[src/rtl/pe_array_stream.sv]
// X_DIM x Y_DIM grid of signed MAC cells: cell (i,j) accumulates actn[i]*filt[j] over cfg_k
// input beats, then the results drain column by column through a valid/ready output stream.
module pe_array_stream #(
   parameter int unsigned X_DIM      = 4,
   parameter int unsigned Y_DIM      = 4,
   parameter int unsigned DATA_WIDTH = 8,
   parameter int unsigned ACC_WIDTH  = 2 * DATA_WIDTH + 4,
   parameter int unsigned K_W        = 8,
   parameter bit          SATURATE   = 1'b1
) (
   input  logic                          clk,
   input  logic                          rst,
   input  logic [K_W-1:0]                cfg_k,
   input  logic                          start,
   output logic                          busy,
   output logic                          done,
   input  logic                          in_valid,
   output logic                          in_ready,
   input  logic [X_DIM*DATA_WIDTH-1:0]   actn_in,
   input  logic [Y_DIM*DATA_WIDTH-1:0]   filt_in,
   output logic                          out_valid,
   input  logic                          out_ready,
   output logic [X_DIM*ACC_WIDTH-1:0]    out_data,
   output logic [$clog2(Y_DIM)-1:0]      out_col,
   output logic                          out_last
);

   localparam int unsigned COL_W = $clog2(Y_DIM);
   localparam logic [COL_W-1:0] LAST_COL = COL_W'(Y_DIM - 1);

   typedef enum logic [1:0] {StIdle, StCompute, StDrain, StFinish} state_e;

   state_e         state_q;
   logic [K_W-1:0] k_q;
   logic [K_W-1:0] step_q;
   logic [COL_W-1:0] col_q;

   logic signed [ACC_WIDTH-1:0] acc_q [X_DIM][Y_DIM];
   logic signed [ACC_WIDTH-1:0] acc_d [X_DIM][Y_DIM];

   logic start_fire;
   logic in_fire;

   // One MAC step with an extra guard bit to detect signed overflow of the add.
   function automatic logic signed [ACC_WIDTH-1:0] mac_step(
      input logic signed [ACC_WIDTH-1:0]  acc,
      input logic signed [DATA_WIDTH-1:0] a,
      input logic signed [DATA_WIDTH-1:0] f
   );
      logic signed [2*DATA_WIDTH-1:0] prod;
      logic signed [ACC_WIDTH:0]      sum;
      prod = a * f;
      sum  = $signed({acc[ACC_WIDTH-1], acc}) +
             $signed({{(ACC_WIDTH + 1 - 2 * DATA_WIDTH){prod[2*DATA_WIDTH-1]}}, prod});
      if (SATURATE && (sum[ACC_WIDTH] != sum[ACC_WIDTH-1])) begin
         mac_step = sum[ACC_WIDTH] ? {1'b1, {(ACC_WIDTH - 1){1'b0}}}
                                   : {1'b0, {(ACC_WIDTH - 1){1'b1}}};
      end else begin
         mac_step = sum[ACC_WIDTH-1:0];
      end
   endfunction

   assign start_fire = (state_q == StIdle) && start;
   assign in_fire    = (state_q == StCompute) && in_valid;

   always_comb begin
      busy      = (state_q != StIdle);
      done      = (state_q == StFinish);
      in_ready  = (state_q == StCompute);
      out_valid = (state_q == StDrain);
      out_last  = (state_q == StDrain) && (col_q == LAST_COL);
      out_col   = col_q;
      out_data  = '0;
      for (int unsigned i = 0; i < X_DIM; i++) begin
         out_data[i*ACC_WIDTH +: ACC_WIDTH] = acc_q[i][col_q];
      end
   end

   always_ff @(posedge clk or negedge rst) begin
      if (!rst) begin
         state_q <= StIdle;
         k_q     <= '0;
         step_q  <= '0;
         col_q   <= '0;
      end else begin
         unique case (state_q)
            StIdle: begin
               if (start) begin
                  k_q     <= cfg_k;
                  step_q  <= '0;
                  col_q   <= '0;
                  // A zero-step run still drains its cleared accumulators.
                  state_q <= (cfg_k == '0) ? StDrain : StCompute;
               end
            end
            StCompute: begin
               if (in_valid) begin
                  step_q <= step_q + K_W'(1);
                  if (step_q == k_q - K_W'(1)) begin
                     col_q   <= '0;
                     state_q <= StDrain;
                  end
               end
            end
            StDrain: begin
               if (out_ready) begin
                  if (col_q == LAST_COL) begin
                     col_q   <= '0;
                     state_q <= StFinish;
                  end else begin
                     col_q <= col_q + COL_W'(1);
                  end
               end
            end
            StFinish: state_q <= StIdle;
            default:  state_q <= StIdle;
         endcase
      end
   end

   always_comb begin
      acc_d = acc_q;
      for (int unsigned i = 0; i < X_DIM; i++) begin
         for (int unsigned j = 0; j < Y_DIM; j++) begin
            if (start_fire) begin
               acc_d[i][j] = '0;
            end else if (in_fire) begin
               acc_d[i][j] = mac_step(acc_q[i][j],
                                      actn_in[i*DATA_WIDTH +: DATA_WIDTH],
                                      filt_in[j*DATA_WIDTH +: DATA_WIDTH]);
            end
         end
      end
   end

   always_ff @(posedge clk or negedge rst) begin
      if (!rst) begin
         for (int unsigned i = 0; i < X_DIM; i++) begin
            for (int unsigned j = 0; j < Y_DIM; j++) begin
               acc_q[i][j] <= '0;
            end
         end
      end else begin
         acc_q <= acc_d;
      end
   end

endmodule

[config.mk]
export PLATFORM = sky130hd
export DESIGN_NAME = pe_array_stream
export DESIGN_NICKNAME = d
export VERILOG_FILES = /design/src/rtl/pe_array_stream.sv
export SDC_FILE = /design/constraint.sdc
export NUM_CORES = 2
export LEC_CHECK = 0
export CAP_MARGIN = 20
export CELL_PAD_IN_SITES_DETAIL_PLACEMENT = 2
export CELL_PAD_IN_SITES_GLOBAL_PLACEMENT = 2
export CORE_MARGIN = 2
export CORE_UTILIZATION = 47
export CTS_CLUSTER_SIZE = 12
export DETAILED_ROUTE_END_ITERATION = 10
export GPL_TIMING_DRIVEN = 1
export PLACE_DENSITY = 0.88
export SLEW_MARGIN = 40
export SYNTH_ARGS = -nofsm -noshare
export SYNTH_HDL_FRONTEND = slang
export SYNTH_SLANG_ARGS = --single-unit
[constraint.sdc]
create_clock -name clk -period 17.1 [get_ports clk]
set_input_delay 2.565 -clock clk [delete_from_list [all_inputs] [get_ports clk]]
set_output_delay 2.565 -clock clk [all_outputs]
set_load 0.05 [all_outputs]
==> reports/results.tsv <==
stage	metric	value	unit
run_status	status	complete, no violations	
logic_synthesis	syn_inst	7692	
placement	numPortBuffers	163	
clock_network	holdBufCountCts	0	
floorplanning	start_util	0.473	
logic_synthesis	synth_xor_area_frac	0.0343	
placement	gp_congestion	0.890	
logic_synthesis	ys_warn_count	0	
routing	routedWlPerCell	38.2	µm
clock_network	cts_max_level	2	
worst_setup_path	critPathArrivalTime	10840	ps
logic_synthesis	syn_area	0.0761	mm²
logic_synthesis	synth.top_cells.by_area	fa_1 39%, ha_1 13%, dfrtp_1 11%, inv_1 8.0%, and2_1 4.3%	
logic_synthesis	synthAdderAreaFrac	0.525	
routing	vias	66500	
timing	slew_violations	0	
worst_setup_path	end_kind	flop	
floorplanning	fp.coreArea	0.161	mm²
logic_synthesis	ys_top_cells_by_count	1,618 x inv_1, 1,472 x fa_1, 776 x ha_1, 563 x nand2_1, 528 x and2_1	
clock_network	postCtsSetupRepairBufs	0	
flow_run	cap_violations	0	
final_layout	nets	9996	
timing	slew_headroom	0.349	
logic_synthesis	synth_compound_area_frac	0.0977	
floorplanning	dieArea	0.165	mm²
logic_synthesis	synthMuxAreaShare	0.0258	
logic_synthesis	synth-seq-cells	340	
grt	grt_overflow	0	
logic_synthesis	synthSimpleGateAreaFrac	0.110	
timing	rsz0062_at_grt	no	
placement	hpwlAfterDp	245000	µm
hold_path	hold_path.class	flop to flop	
routing	vias_per_cell	6.73	
timing	setup_tns	0	ps
clock_network	cts_buffer_depth	3	
timing	hold_viol	0	
grt	antenna_found_initial	53	
logic_synthesis	synth_edf_count	0	
routing	first_pass_iters	6	
routing	route.detailed.drc	0	
routing	drt_iter0_drc	6828	
grt	first_global_vias	79400	
routing	ant_nets	0	
clock_network	cts_tree	done	
floorplanning	dieWidth	406	µm
logic_synthesis	yosysSeqAreaShare	0.112	
clock_network	cts_buffers	49	
logic_synthesis	yosysTopAreaCell	fa_1	
logic_synthesis	synth_fp_nets	10000	
worst_setup_path	path_class	primary input to flop	
grt	grt_max_degree	91	
floorplanning	die_y	406	µm
clock_network	clk-insertion-delay-late	720	ps
clock_network	post_cts_resized	0	
logic_synthesis	yosysMostFrequentCell	inv_1	
grt	grt_pass1_wl	543000	µm
clock_network	clk_pin_slew_worst_paths	60	ps
timing	period_share	0.600	
timing	finalClockSkew	51.1	ps
clock_network	cts_root_buffer	clkbuf_16	
floorplanning	ios	164	
worst_setup_path	crit_required	17680	ps
timing	min_period	10250	ps
timing	holdWs	571	ps
routing	drt-total-wl	377000	µm
clock_network	cts.sinks	340	
worst_setup_path	critPathMaxFanout	17	
logic_synthesis	synth_top_family_by_area	adder cells	
timing	fmax	97.5	MHz
timing	tightest_slew	968	ps
worst_setup_path	cp-start-kind	primary input	
timing	setup-violations-final	0	
logic_synthesis	synth-async-reset-ratio	1.00	
logic_synthesis	synth-main-ff-cell	dfrtp_1	
logic_synthesis	synthDistinctLibCells	90	
floorplanning	rows	147	
logic_synthesis	synth_area_per_cell	9.89	µm²
final_layout	area_growth_syn_to_layout	7.58	%
logic_synthesis	synth_top_area_share	0.387	
final_layout	drive_gt1_frac	0.0484	
grt	track_usage	0.453	
layout make-up:
type / count / area [µm²]
repair buffers: 249 / 2210
flip-flops and latches: 340 / 8520
inverters: 1618 / 6070
well taps: 2160 / 2700
diodes: 22 / 55.1
clock buffers: 63 / 1380
clock inverters: 28 / 348
fillers: 16300 / 78900
multi-input cells: 5413 / 60600
final timing paths:
| kind | start | endpoint | slack (ps) | depth (start not counted) |
|---|---|---|---|---|
| min in group asynchronous | rst | acc_q[82] | 1690 | 1 |
| worst max register to register | acc_q[166] | acc_q[165] | 9690 | 18 |
| max in group asynchronous | rst | acc_q[313] | 12390 | 6 |
| worst min register to register | acc_q[81] | acc_q[81] | 570 | 2 |
| worst max-delay path | filt_in[31] | acc_q[249] | 6850 | 18 |
| worst min-delay path | acc_q[81] | acc_q[81] | 570 | 2 |
stage by stage:
| step | utilization | setup WS, ps | area, µm² | instances |
|---|---|---|---|---|
| 2_1_floorplan | - | 8530 | 76100 | 7692 |
| 3_3_place_gp | 0.496 | 7060 | 79700 | 9776 |
| 3_5_place_dp | 0.497 | 6680 | 79900 | 9779 |
| 4_1_cts | 0.508 | 6980 | 81600 | 9870 |
| 5_1_grt | 0.509 | 6900 | 81800 | 9872 |
| 6_report | 0.509 | 6850 | 81900 | 9893 |
cell usage in the layout, fill, tap and decap left out, drive strengths merged, types with 131 or more instances in the layout:
cell type and count:
a221o 193, nor2 248, o21ai 214, nand2 563, clkdlybuf4s50 131, a21oi 196, fa 1472, and2 528
ha 776, inv 1616, xnor2 203, dfrtp 340
worst max-delay path, cell delays in order:
cell and delay (ps):
clkdlybuf4s50_1 620, clkinv_1 710, buf_4 530, fa_1 580
inv_1 70, fa_1 530, fa_1 610, fa_1 460
fa_1 450, ha_1 360, o21a_1 210, o31a_1 130
nor4_1 750, o31ai_1 300, o31ai_1 560, xnor2_2 360
a21oi_2 620, a221o_1 380
sequential cells by signal (all words and copies together) (netlist names):
name / cells
acc_q: 320
k_q: 8
out_col: 2
state_q: 2
step_q: 8
routing by layer:
metal / vias to the layer above / GRT usage / routed length, µm
met4: 44 / 0.407 / 41400
li1: 24500 / - / -
met1: 34200 / 0.483 / 121000
met3: 2620 / 0.110 / 35800
met2: 5205 / 0.745 / 178000
met5: - / 0 / 285
logic make-up (layout without fill, tap and decap cells):
logic type               after synthesis  in the layout
adder cells (fa/ha/maj)             2324           2324
buffers and inverters               1939           1958
AND/OR/NAND/NOR                     1666           1666
AO/OA/AOI/OAI                       1032           1032
flip-flops                           340            340
XOR/XNOR                             296            296
multiplexers                          95             95
other                                  0             22
Power is left out: the tool's default activity adds up to more than one toggle a clock period on the data nets, which glitch-free logic cannot reach.
